===== config.mk =====
export PLATFORM = sky130hd
export DESIGN_NAME = vec_load_unit
export DESIGN_NICKNAME = d
export VERILOG_FILES = /design/src/rtl/vec_pkg.sv /design/src/rtl/vec_load_unit.sv
export SDC_FILE = /design/constraint.sdc
export NUM_CORES = 1
export LEC_CHECK = 0
export BUFFER_PORTS_ARGS = -buffer_cell sky130_fd_sc_hd__buf_2
export CELL_PAD_IN_SITES_DETAIL_PLACEMENT = 1
export CELL_PAD_IN_SITES_GLOBAL_PLACEMENT = 1
export CORE_MARGIN = 2
export CORE_UTILIZATION = 40
export CTS_CLUSTER_DIAMETER = 50
export DETAILED_ROUTE_END_ITERATION = 8
export HOLD_SLACK_MARGIN = 0.08
export PLACE_DENSITY = 0.75
export SLEW_MARGIN = 10
export SYNTH_ARGS = -nofsm -noshare
export SYNTH_HDL_FRONTEND = slang
export SYNTH_SLANG_ARGS = --single-unit

===== constraint.sdc =====
create_clock -name clk -period 3.2 [get_ports clk]
set_clock_uncertainty 0.15 [all_clocks]
set_input_delay 0.96 -clock clk [delete_from_list [all_inputs] [get_ports clk]]
set_output_delay 0.96 -clock clk [all_outputs]
set_load 0.01 [all_outputs]

===== src/rtl/vec_pkg.sv =====
// vec_pkg: shared widths and load FSM state encoding
package vec_pkg;
  localparam int SEL_W = 4;
  localparam int LEN_W = 8;
  typedef enum logic [1:0] {IDLE, LOAD, DRAIN, WRITE} load_state_t;
endpackage


===== src/rtl/vec_load_unit.sv =====
// vec_load_unit: collects a streamed element load into one parallel vector bank write
module vec_load_unit
  import vec_pkg::*;
#(
  parameter int BITS = 8,
  parameter int N    = 4
) (
  input  logic             clk,
  input  logic             rst_n,
  input  logic             cmd_valid,
  output logic             cmd_ready,
  input  logic [SEL_W-1:0] cmd_sel,
  input  logic [LEN_W-1:0] cmd_len,
  input  logic [BITS-1:0]  s_data,
  input  logic             s_valid,
  output logic             s_ready,
  input  logic             s_last,
  output logic [BITS-1:0]  out_vec [N-1:0],
  output logic [LEN_W-1:0] out_len,
  output logic [SEL_W-1:0] out_sel,
  output logic             write,
  output logic             busy,
  output logic             err
);
  localparam int IW = N > 1 ? $clog2(N) : 1;
  localparam logic [LEN_W-1:0] NL = LEN_W'(N);
  load_state_t state_q, state_d;
  logic [SEL_W-1:0] sel_q, sel_d;
  logic [LEN_W-1:0] len_q, len_d, eff_q, eff_d, cnt_q, cnt_d, beats_q, beats_d;
  logic big_q, big_d, err_q, err_d;
  logic [BITS-1:0] vec_q [N-1:0];
  logic [BITS-1:0] vec_d [N-1:0];
  assign cmd_ready = state_q == IDLE;
  assign s_ready   = state_q == LOAD || state_q == DRAIN;
  assign write     = state_q == WRITE;
  assign busy      = state_q != IDLE;
  assign out_vec   = vec_q;
  assign out_len   = cnt_q;
  assign out_sel   = sel_q;
  assign err       = err_q;
  // next-state: command latch, element capture and overflow drain
  always_comb begin
    state_d = state_q;
    sel_d   = sel_q;
    len_d   = len_q;
    eff_d   = eff_q;
    cnt_d   = cnt_q;
    beats_d = beats_q;
    big_d   = big_q;
    err_d   = err_q;
    vec_d   = vec_q;
    case (state_q)
      IDLE: if (cmd_valid) begin
        sel_d   = cmd_sel;
        len_d   = cmd_len;
        big_d   = cmd_len > NL;
        err_d   = cmd_len > NL;
        eff_d   = cmd_len > NL ? NL : cmd_len;
        cnt_d   = '0;
        beats_d = '0;
        vec_d   = '{default: '0};
        state_d = cmd_len == '0 ? WRITE : LOAD;
      end
      LOAD: if (s_valid) begin
        vec_d[cnt_q[IW-1:0]] = s_data;
        cnt_d   = cnt_q + LEN_W'(1);
        beats_d = beats_q + LEN_W'(1);
        if (cnt_q == eff_q - LEN_W'(1)) state_d = big_q && !s_last ? DRAIN : WRITE;
        else if (s_last) begin
          err_d   = 1'b1;
          state_d = WRITE;
        end
      end
      DRAIN: if (s_valid) begin
        beats_d = beats_q + LEN_W'(1);
        if (s_last || beats_q + LEN_W'(1) == len_q) state_d = WRITE;
      end
      WRITE: state_d = IDLE;
    endcase
  end
  // state and datapath registers; reset aborts any load in flight
  always_ff @(posedge clk or negedge rst_n) begin
    if (!rst_n) begin
      state_q <= IDLE;
      sel_q   <= '0;
      len_q   <= '0;
      eff_q   <= '0;
      cnt_q   <= '0;
      beats_q <= '0;
      big_q   <= 1'b0;
      err_q   <= 1'b0;
      vec_q   <= '{default: '0};
    end else begin
      state_q <= state_d;
      sel_q   <= sel_d;
      len_q   <= len_d;
      eff_q   <= eff_d;
      cnt_q   <= cnt_d;
      beats_q <= beats_d;
      big_q   <= big_d;
      err_q   <= err_d;
      vec_q   <= vec_d;
    end
  end
endmodule

Word-level counts from Yosys, hierarchy flattened:

Cells that the tools add are included.

* output and inout bits: 49
* latch bits: 0
* ROM bits: 0
* logic and storage cells: 73
* input bits: 25
* flip-flop bits (word level): 72
* RAM bits: 0
* memories: 0

* bitwise operators: 0
* order comparisons: 3
* add/sub/neg operators: 3
* multipliers: 0
* equality and inequality tests: 13
* muxes and demuxes: 26
* divide/modulo/power cells: 0
* reduce and logical (&&, ||, !) cells: 16
* shift operators: 0

Operators with widths (number)
* 32-bit 2-to-1 mux: 2
* 32-bit case mux with 2 select lines: 1
* 8-bit 2-to-1 mux: 5
* 32-bit bitwise mux: 1
* 8-bit case mux with 2 select lines: 2
* 8-bit by 1-bit adder with 8-bit output (second input constant): 2
* 8-bit demux with 2-bit select: 1
* 8-bit equality test: 2
* 2-bit 2-to-1 mux: 7
* 2-bit inequality test (second input constant): 5
* 5-bit AND reduction: 2
* 8-bit by 3-bit greater-than comparator with 1-bit output (second input constant): 1
* 8-bit logical NOT: 1
* 2-bit case mux with 4 select lines: 1
* 8-bit by 1-bit subtractor with 8-bit output (second input constant): 1
* 3-bit AND reduction: 2
* 2-bit nonzero test: 3
* 1-bit 2-to-1 mux: 5
* 2-bit equality test (second input constant): 2
* 2-bit by 1-bit inequality test with 1-bit output (second input constant): 2
* 2-bit by 3-bit < comparator with 1-bit output (second input constant): 1
* 3-bit by 2-bit inequality test with 1-bit output (second input constant): 1
* 2-bit by 1-bit equality test with 1-bit output (second input constant): 1
* 2-bit by 1-bit >= comparator with 1-bit output (second input constant): 1
* 7 further kinds: 9

Longest topological paths before layout:

Gate-level depths: netlist of the first run.

* depth in word-level cells: 7
* depth in mapped cells: 8
* depth with buffers taken out: 8

Worst setup path before layout of the first run:

Ideal clock, no wire load.

* kind: reg2reg
* start: register eff_q[0]
* end: register state_q[1]
* data required time: 2.922 ns
* path buffers: 0
* stages on the path, launching flop included: 9
* arrival time: 2.426 ns
* path slack: 0.497 ns
* library setup time: 0.128 ns
* period minus slack after synthesis: 2.703 ns
* path through: dfrtp_1 > inv_1 > ha_1 > or3b_1 > or4_1 > a211oi_2 > o211ai_2 > a32oi_2 > mux2_1

* longest elaborated chain between the ends: 5
* elaborated cells on any way between the ends: 7
* classes of those cells: add/sub (1); eq/ne (2); mux (3); reduce/logical (1)

RTL lines
* start, declared: line vec_load_unit.sv:29 `logic [LEN_W-1:0] len_q, len_d, eff_q, eff_d, cnt_q, cnt_d, beats_q, beats_d;`
* start signal, assigned: line vec_load_unit.sv:87 `eff_q <= '0;`
* start signal, assigned: line vec_load_unit.sv:97 `eff_q <= eff_d;`
* 8-bit by 1-bit subtractor with 8-bit output *: line vec_load_unit.sv:68 `if (cnt_q == eff_q - LEN_W'(1)) state_d = big_q && !s_last ? DRAIN : WRITE;`
* 8-bit equality test *: line vec_load_unit.sv:68
* 2-bit 2-to-1 mux: line vec_load_unit.sv:68
* 2-bit 2-to-1 mux: line vec_load_unit.sv:64 `LOAD: if (s_valid) begin`
* 2-bit case mux with 4 select lines: line vec_load_unit.sv:52 `case (state_q)`
* end signal, assigned: line vec_load_unit.sv:94 `state_q <= state_d;`
* end, declared: line vec_load_unit.sv:27 `load_state_t state_q, state_d;`

Mark *: on every way between the ends. The rest lies on a longest branch, timed or not. The select of a mux whose other input is x is not followed.
A chain may end at the register's enable or synchronous reset.

Final worst setup path of the first run:

Ends and elaborated chain as after synthesis.

==> flow_metrics.env, run 1 <==
export IMPL_grt_setup_unrepaired="no"
export IMPL_synth_edf_count=0
export IMPL_fin_ws_ns=0.287
export IMPL_hold_buffers=0
export IMPL_fin_total_pwr_mw=3.87
export IMPL_nets=427
export IMPL_cts_sinks=72
export IMPL_slowest_stage="or4_1"
export IMPL_cap_violations=0
export IMPL_cts_tree="built"
export IMPL_crit_required_ns=3.29
export IMPL_dr_pass1_iters=4
export IMPL_post_cts_setup_buffers=0
export IMPL_grt_overflow_total=0
export IMPL_setup_viol=0
export IMPL_ys_ff_latch=72
export IMPL_min_delay_path_depth=1
export IMPL_io_pins=74
export IMPL_grt_use_met3=0.0446
export IMPL_clk_pin_slew_ns=0.08
export IMPL_clock_tree_buffer_depth=2
export IMPL_gr_usage_all_layers=0.203
export IMPL_synth_ff_type="dfrtp_1"
export IMPL_slew_headroom=0.476
export IMPL_start_util=0.407
export IMPL_antenna_found_initial=0
export IMPL_drive_gt1_frac=0.272
export IMPL_ys_seq_area_frac=0.515
export IMPL_post_route_period_util=0.910
export IMPL_ant_nets=0
export IMPL_irDropWorstVdd_mv=0.366
export IMPL_slew_violations=0
export IMPL_syn_area_per_cell_um2=11.0
export IMPL_syn_to_final_growth_pct=20.2
export IMPL_hold_class="reg -> reg"
export IMPL_die_h_um=97.5
export IMPL_grt_pass1_vias=2983
export IMPL_crit_buf_inv=1
export IMPL_synth_cell_type_count=47
export IMPL_worst_r2r_endpoint="state_q[1]"
export IMPL_fin_hold_ws_ns=0.351
export IMPL_fin_cells=505
export IMPL_path_delay_family="simple AND/OR/NAND/NOR gates"
export IMPL_max_freq_mhz=343
export IMPL_place_gp_congestion=0.799
export IMPL_cts_buffers=9
export IMPL_coreArea_mm2=0.00859
export IMPL_grt_max_degree=50
export IMPL_synth_area_top_cells="dfrtp_1 52%, a22o_1 9.5%, ha_1 3.6%"
export IMPL_dieArea_mm2=0.00950
export IMPL_startpoint_type="flip-flop"
export IMPL_vias=2788
export IMPL_grt_use_met1=0.254
export IMPL_setup_tns_ns=0
export IMPL_cts_root_buf="clkbuf_8"
export IMPL_power_density_mw_per_mm2=922
export IMPL_outcome="finished, final reports clean"
export IMPL_num_antenna_cells=0
export IMPL_wl_um=9050
export IMPL_r2r_start="eff_q[0]"
export IMPL_worstHoldStart="out_vec[8]"
export IMPL_drt_iter0_drc=76
export IMPL_worstSetupEndpointType="flip-flop"
export IMPL_place_hpwl_um=6710
export IMPL_hold_viol=0
export IMPL_synth_nets=353
export IMPL_p_leak_nw=2.08
export IMPL_place_inst=489
export IMPL_critPathMaxFanout=5
export IMPL_reg2regPathDepth=8
export IMPL_die_x_um=97.5
export IMPL_tightest_slew_ns=0.786
export IMPL_min_to="out_vec[8]"
export IMPL_cts_resized=0
export IMPL_fin_crit_ns=2.91
export IMPL_worstSkewPairLatency_ns=0.35
export IMPL_grt_pass1_wl_um=15400
export IMPL_detail_route_wl_per_cell_um=17.9
export IMPL_synth_top_cell_area_share=0.515
export IMPL_viasPerCell=5.52
export IMPL_busiest_layer="met2"
export IMPL_grtUsageMet2=0.346
export IMPL_portBuffers=73
export IMPL_synthCells=318
export IMPL_slowest_delay_ns=0.52
export IMPL_rrSetupSlack_ns=0.29
export IMPL_ys_warn_count=0
export IMPL_drcViolationCount=0
export IMPL_place_ws_ns=0.275
export IMPL_cp_arrival_ns=3.00
export IMPL_rows=34
export IMPL_synth_top_area_cell="dfrtp_1"
export IMPL_synth_async_sr_flop_share=1.00
export IMPL_cts_htree_levels=3
export IMPL_cp_cell_sequence="inv_1 -> ha_1 -> or3b_1 -> or4_1 -> a211oi_2 -> o211ai_2 -> a32oi_2 -> mux2_1"
export IMPL_syn_area_mm2=0.00350
export IMPL_critical_path_class="reg -> reg"
## how the worst max path moves through the flow
stage | from | end | cells after the start
6_report | eff_q[0] | state_q[1] | 8
5_1_grt | eff_q[0] | state_q[1] | 8
4_1_cts | eff_q[0] | state_q[1] | 8
3_5_place_dp | eff_q[0] | state_q[1] | 8
3_3_place_gp | eff_q[0] | state_q[1] | 8
2_1_floorplan | eff_q[0] | state_q[1] | 8
## cell usage in the layout (no fill, tap or decap), types with 2 or more instances in the layout
cell       Yosys  final
a211oi_1       3      3
nand4_1        4      4
inv_6          0      2
buf_2          1     73
and3_1         4      4
nand3_1       10     10
clkbuf_8       0      9
nand2_1       22     22
inv_1         10     10
a31oi_1        4      4
xor2_1        10     10
ha_1          10     10
or4_1          2      2
and2_1         9      9
a21o_1         7      7
mux2_2        11     11
and4_1         3      3
nor3b_1        2      2
xnor2_1       11     11
o21ai_1        2      2
a22o_1        38     38
nand2b_1       5      5
o21ai_0       13     13
dfrtp_1       72     72
buf_4          0      3
nor2_1        14     14
bufinv_16      0      2
nor2b_1        4      4
nor3_1         9      9
a21oi_1        5      5
o211ai_1       2      2
## metrics by stage
step | util | cell area, um2
after floorplan | - | 3500
after global placement | 0.464 | 3990
after detailed placement | 0.464 | 3990
after CTS | 0.489 | 4200
after global routing | 0.489 | 4200
final | 0.489 | 4200
## cell usage after synthesis (10+ instances only)
cell type / n
a22o_1: 38
nand2_1: 22
xor2_1: 10
xnor2_1: 11
o21ai_0: 13
nand3_1: 10
clkbuf_1: 12
mux2_2: 11
inv_1: 10
ha_1: 10
nor2_1: 14
dfrtp_1: 72
## cell type report
type                    count  area [um2]
fillers                   971        4390
flip-flops and latches     72        1800
multi-input cells         222        1600
inverters                  10        37.5
repair buffers             77         408
clock inverters             6        90.1
clock buffers              10         128
well taps                 108         135
## worst register-to-register path: cells and delay by family (launching register included)
kind,cells,cell delay (ns)
compound gates,3,0.68
fa+ha+maj,1,0.17
buf+inv,1,0.09
flops,1,0.44
mux,1,0.36
simple gates,2,0.92
## where the power goes
group          switching [mW]  leakage (nW)  internal, mW  total, mW
registers               0.277         0.943          1.20       1.47
logic                   0.903          1.03         0.702       1.60
clock network           0.352         0.107         0.443      0.795
total                    1.53          2.08          2.34       3.87
## metal layers
metal	share of wire	wire, um
met1	0.44	3990
met2	0.51	4630
met3	0.031	277
met4	0.017	155
met5	0	0
## flip-flops by register name, indices dropped and copies added (netlist names), 2 cells and up
register and flops:
len_q 8, out_sel 4, state_q 2, eff_q 8
out_vec 32, out_len 8, beats_q 8
## cells by family after synthesis
| logic type | share of synthesized area |
|---|---|
| compound gates | 0.184 |
| xor+xnor | 0.0526 |
| flops | 0.515 |
| simple gates | 0.145 |
| buf+inv | 0.0261 |
| mux | 0.0415 |
| fa+ha+maj | 0.0358 |
No activity file was read; power rests on OpenSTA's default activity.
==> run 2, diff against run 1 <==
--- a/config.mk
+++ b/config.mk
@@ -7,3 +7,2 @@
 export LEC_CHECK = 0
-export BUFFER_PORTS_ARGS = -buffer_cell sky130_fd_sc_hd__buf_2
 export CELL_PAD_IN_SITES_DETAIL_PLACEMENT = 1
@@ -11,7 +10,8 @@
 export CORE_MARGIN = 2
-export CORE_UTILIZATION = 40
+export CORE_UTILIZATION = 49
 export CTS_CLUSTER_DIAMETER = 50
 export DETAILED_ROUTE_END_ITERATION = 8
+export DONT_BUFFER_PORTS = 1
 export HOLD_SLACK_MARGIN = 0.08
-export PLACE_DENSITY = 0.75
+export PLACE_DENSITY = 0.78
 export SLEW_MARGIN = 10
==> constraint.sdc (replaced) <==
create_clock -name clk -period 3.2 [get_ports clk]
set_clock_uncertainty 0.15 [all_clocks]
set_input_delay 0.16 -clock clk [delete_from_list [all_inputs] [get_ports clk]]
set_output_delay 0.16 -clock clk [all_outputs]
set_load 0.01 [all_outputs]
==> run 2 against run 1 <==
  * Die area is 18% lower
  * Total power is 7.0% lower
  * Cell area is 4.1% lower
  * Via count is 5.4% lower
  * Worst hold slack worse by 0.24 ns
  * Critical endpoint unchanged
==> flow_metrics.env, run 2 (synthesis results as in run 1) <==
export IMPL_outcome="finished, final reports clean"
export IMPL_cts_tree="built"
export IMPL_netSwitchingPower_mw=1.53
export IMPL_drive_gt1_frac=0.103
export IMPL_grt_setup_unrepaired="no"
export IMPL_worstSkewPairLatency_ns=0.35
export IMPL_grt_max_degree=73
export IMPL_gr_usage_all_layers=0.246
export IMPL_p_clk_frac=0.181
export IMPL_coreArea_mm2=0.00683
export IMPL_die_h_um=88.5
export IMPL_hold_class="in -> reg"
export IMPL_busiest_layer="met2"
export IMPL_worstSetupEndpointType="flip-flop"
export IMPL_hold_viol=0
export IMPL_grtUsageMet2=0.396
export IMPL_post_route_period_util=0.916
export IMPL_intPower_mw=2.07
export IMPL_setup_viol=0
export IMPL_detail_route_wl_per_cell_um=20.3
export IMPL_drt_iter0_drc=114
export IMPL_fin_crit_ns=2.93
export IMPL_die_x_um=88.5
export IMPL_irDropWorstVdd_mv=0.423
export IMPL_dieArea_mm2=0.00783
export IMPL_p_leak_nw=1.83
export IMPL_grt_pass1_wl_um=14600
export IMPL_reg2regPathDepth=8
export IMPL_critical_path_class="reg -> reg"
export IMPL_fin_total_pwr_mw=3.60
export IMPL_slew_violations=0
export IMPL_slew_headroom=0.481
export IMPL_wl_um=9020
export IMPL_critPathMaxFanout=5
export IMPL_grt_pass1_vias=2799
export IMPL_cts_sinks=72
export IMPL_cts_root_buf="clkbuf_8"
export IMPL_startpoint_type="flip-flop"
export IMPL_final_core_util=0.590
export IMPL_portBuffers=0
export IMPL_post_cts_setup_buffers=0
export IMPL_viasPerCell=5.93
export IMPL_vias=2637
export IMPL_grt_use_met1=0.318
export IMPL_io_pins=74
export IMPL_nets=379
export IMPL_cp_arrival_ns=3.01
export IMPL_p_comb_frac=0.375
export IMPL_swShare=0.425
export IMPL_pwr_share_seq=0.444
export IMPL_drcViolationCount=0
export IMPL_cts_htree_levels=3
export IMPL_clock_tree_buffer_depth=2
export IMPL_num_antenna_cells=0
export IMPL_syn_to_final_growth_pct=15.3
export IMPL_crit_required_ns=3.28
export IMPL_setup_tns_ns=0
export IMPL_power_density_mw_per_mm2=894
export IMPL_dr_pass1_iters=4
export IMPL_cap_violations=0
export IMPL_place_hpwl_um=5910
export IMPL_grt_use_met3=0.0765
export IMPL_largest_reg_flops=32
export IMPL_min_delay_path_depth=4
export IMPL_final_cell_mix="72 x dfrtp_1, 38 x a22o_1, 24 x dlygate4sd3_1"
export IMPL_layout_commonest_cell="dfrtp_1"
export IMPL_rows=30
export IMPL_clk_pin_slew_ns=0.08
export IMPL_start_util=0.512
export IMPL_grt_overflow_total=0
export IMPL_max_freq_mhz=341
export IMPL_tightest_slew_ns=0.773
export IMPL_antenna_found_initial=0
export IMPL_place_gp_congestion=0.858
export IMPL_ant_nets=0
export IMPL_cts_buffers=9
-- run 2: cell types whose count changed in the layout (fill, tap and decap cells not counted) --
| cell | change |
|---|---|
| dlygate4sd3_1 | +24 |
| clkinvlp_4 | +1 |
| buf_4 | +1 |
| clkinv_2 | +1 |
| buf_16 | +1 |
| bufinv_16 | -2 |
| buf_2 | -73 |
| buf_12 | -1 |
-- run 2: final timing paths --
check	endpoint	slack (ns)	from
hold reg to reg	big_q	0.35	big_q
hold / removal	out_len[0]	0.11	cmd_valid
min in group asynchronous	state_q[1]	0.20	rst_n
setup / recovery	state_q[1]	0.27	eff_q[0]
max in group asynchronous	len_q[7]	2.40	rst_n
setup reg to reg	state_q[1]	0.27	eff_q[0]
-- run 2: cell type report --
class                   instances  area [um2]
clock inverters                 6        42.5
clock buffers                  10         128
well taps                      96         120
multi-input cells             222        1600
flip-flops and latches         72        1800
fillers                       752        2800
inverters                      10        37.5
repair buffers                 29         298
-- run 2: worst max-delay path: stages, from the launching register on --
cell	delay (ns)
dfrtp_1	0.43
inv_1	0.08
ha_1	0.17
or3b_1	0.39
or4_1	0.54
a211oi_2	0.26
o211ai_2	0.13
a32oi_2	0.30
mux2_1	0.36
-- run 2: timing repair --
action                    in CTS  in global routing
gates resized for setup        0                  0
hold buffers                  25                  0
hold endpoints to repair     129                  0
-- run 2: power groups by stage --
stage	Clock [mW]	Sequential, mW	Combinational [mW]
2_1_floorplan	0	1.47	1.05
3_3_place_gp	0	1.60	1.23
3_5_place_dp	0	1.61	1.29
4_1_cts	0.661	1.60	1.35
5_1_grt	0.700	1.65	1.50
6_report	0.652	1.60	1.35
-- run 2: stage by stage --
step | worst slack, ns | instances | cell area (um2) | hold slack [ns]
global route | 0.136 | 445 | 4030 | 0.165
floorplan | 0.497 | 318 | 3500 | -0.286
detailed placement | 0.310 | 404 | 3590 | -0.283
CTS | 0.282 | 445 | 4030 | 0.0933
finish | 0.268 | 445 | 4030 | 0.113
global placement | 0.429 | 404 | 3590 | -0.283
-- run 2: routing by layer --
layer,part of all wire,up-vias
li1,-,1215
met1,0.43,1339
met2,0.49,67
met3,0.061,16
met4,0.016,0
met5,0,-
==> run 3, diff against run 2 <==
CORE_UTILIZATION = 44   (was 49)
CTS_CLUSTER_SIZE = 8   (was not set)
PLACE_DENSITY = 0.74   (was 0.78)
clock period = 2.5 ns   (was 3.2 ns; I/O delays follow)
==> run 3 against run 2 <==
  * The flow now finishes with violations (negative setup slack)
  * Sequential cell count stayed put
  * Total power rose by 40%
  * Die area rose by 11%
  * First-iteration DRC count shrank 36%
  * Global-route usage down 0.67 points
  * Utilization fell by 3.5 points
  * Setup slack worse by 0.44 ns
  * Register-to-register slack got worse by 0.44 ns
  * Critical path type unchanged
==> flow_metrics.env, run 3 (synthesis results as in run 1) <==
export IMPL_fin_crit_ns=2.67
export IMPL_setup_tns_ns=-0.350
export IMPL_critical_path_class="reg -> reg"
export IMPL_num_fill_cells=832
export IMPL_cts_htree_levels=3
export IMPL_startpoint_type="flip-flop"
export IMPL_cts_root_buf="clkbuf_8"
export IMPL_slew_violations=0
export IMPL_critPathMaxFanout=3
export IMPL_cts_sinks=72
export IMPL_detail_route_wl_per_cell_um=20.4
export IMPL_antenna_found_initial=0
export IMPL_num_antenna_cells=0
export IMPL_grt_max_degree=73
export IMPL_grt_setup_unrepaired="yes"
export IMPL_hold_class="in -> reg"
export IMPL_gr_usage_all_layers=0.239
export IMPL_drcViolationCount=0
export IMPL_wl_um=9600
export IMPL_ant_nets=0
export IMPL_final_cell_mix="72 x dfrtp_1, 38 x a22o_1, 24 x dlygate4sd3_1, 24 x buf_4, 21 x nand2_1"
export IMPL_violations="negative setup slack"
export IMPL_syn_to_final_growth_pct=22.6
export IMPL_portBuffers=0
export IMPL_coreArea_mm2=0.00773
export IMPL_p_leak_nw=1.96
export IMPL_fin_hold_ws_ns=0.0906
export IMPL_fin_cells=470
export IMPL_start_util=0.452
export IMPL_place_ws_ns=-0.233
export IMPL_drive_gt1_frac=0.185
export IMPL_place_inst=429
export IMPL_rows=32
export IMPL_grt_pass1_vias=2975
export IMPL_cts_tree="built"
export IMPL_cap_violations=0
export IMPL_nets=399
export IMPL_post_route_period_util=1.07
export IMPL_clk_pin_slew_ns=0.08
export IMPL_dr_pass1_iters=4
export IMPL_fin_ws_ns=-0.172
export IMPL_hold_viol=0
export IMPL_grt_overflow_total=0
export IMPL_max_freq_mhz=374
export IMPL_placed_area_mm2=0.00375
export IMPL_post_route_cell_area_mm2=0.00429
export IMPL_power_density_mw_per_mm2=1180
export IMPL_cts_buffers=9
export IMPL_setup_viol=3
export IMPL_vias=2744
export IMPL_place_hpwl_um=6220
export IMPL_grt_pass1_wl_um=15900
export IMPL_worstSetupEndpointType="flip-flop"
export IMPL_place_gp_congestion=0.756
export IMPL_worstSkewPairLatency_ns=0.35
export IMPL_dieArea_mm2=0.00867
export IMPL_tightest_slew_ns=0.760
export IMPL_irDropWorstVdd_mv=0.589
export IMPL_largest_reg_flops=32
export IMPL_outcome="complete, but fails checks"
export IMPL_cp_arrival_ns=2.76
export IMPL_io_pins=74
export IMPL_layout_commonest_cell="dfrtp_1"
export IMPL_die_x_um=93.1
export IMPL_die_h_um=93.1
export IMPL_viasPerCell=5.84
export IMPL_drt_iter0_drc=73
export IMPL_clock_tree_buffer_depth=2
export IMPL_crit_required_ns=2.59
export IMPL_slew_headroom=0.490
-- run 3: cell types whose count changed in the layout (fill, tap and decap cells not counted), sizes merged --
| cell | before | now |
|---|---|---|
| clkinvlp | 2 | 1 |
| bufinv | 0 | 2 |
| buf | 5 | 25 |
| inv | 12 | 10 |
-- run 3: layer usage --
metal	vias up	GRT usage	part of all wire
met5	-	0	0
met4	0	0.0723	0.014
met3	16	0.0645	0.050
met2	72	0.399	0.51
met1	1406	0.305	0.42
li1	1250	-	-
-- run 3: repair_timing --
action | CTS | global route
setup endpoints to repair | 5 | 18
buffers inserted | 2 | 1
endpoints found under the hold margin | 128 | 0
pin swaps | 3 | 2
hold buffers | 25 | 0
resized for setup | 6 | 7
-- run 3: worst max-delay path, cell delays in order (launching register included) --
cell,delay (ns)
dfrtp_1,0.41
inv_2,0.09
ha_4,0.13
or3b_4,0.37
or4_4,0.50
a211oi_2,0.21
o211ai_2,0.13
a32oi_2,0.25
mux2_4,0.32
-- run 3: power breakdown --
part	leakage [nW]	switching, mW	total, mW	internal (mW)
clock network	0.108	0.447	1.03	0.583
logic	0.910	1.04	1.96	0.924
registers	0.943	0.515	2.05	1.53
total	1.96	2.00	5.04	3.04
-- run 3: final timing paths --
| check | slack, ns | cells after the start | startpoint | endpoint |
|---|---|---|---|---|
| max in group asynchronous | 1.70 | 2 | rst_n | out_vec[20] |
| min | 0.09 | 3 | cmd_len[0] | state_q[1] |
| min in group asynchronous | 0.22 | 2 | rst_n | out_len[6] |
| max | -0.17 | 8 | eff_q[0] | state_q[1] |
| min reg2reg | 0.35 | 2 | big_q | big_q |
| max reg2reg | -0.17 | 8 | eff_q[0] | state_q[1] |
-- run 3: metrics by stage --
step / total power, mW / utilization
3_5_place_dp: 3.87 / 0.485
2_1_floorplan: 3.22 / -
4_1_cts: 5.03 / 0.551
5_1_grt: 5.37 / 0.555
6_report: 5.04 / 0.555
3_3_place_gp: 3.78 / 0.485
-- run 3: cell type report --
class / count / area, um2 / area share
clock inverters: 5 / 81.3 / 0.0190
multi-input cells: 222 / 1650 / 0.385
flip-flops and latches: 72 / 1800 / 0.420
inverters: 10 / 37.5 / 0.00876
repair buffers: 49 / 448 / 0.105
well taps: 102 / 128 / 0.0298
clock buffers: 10 / 138 / 0.0321
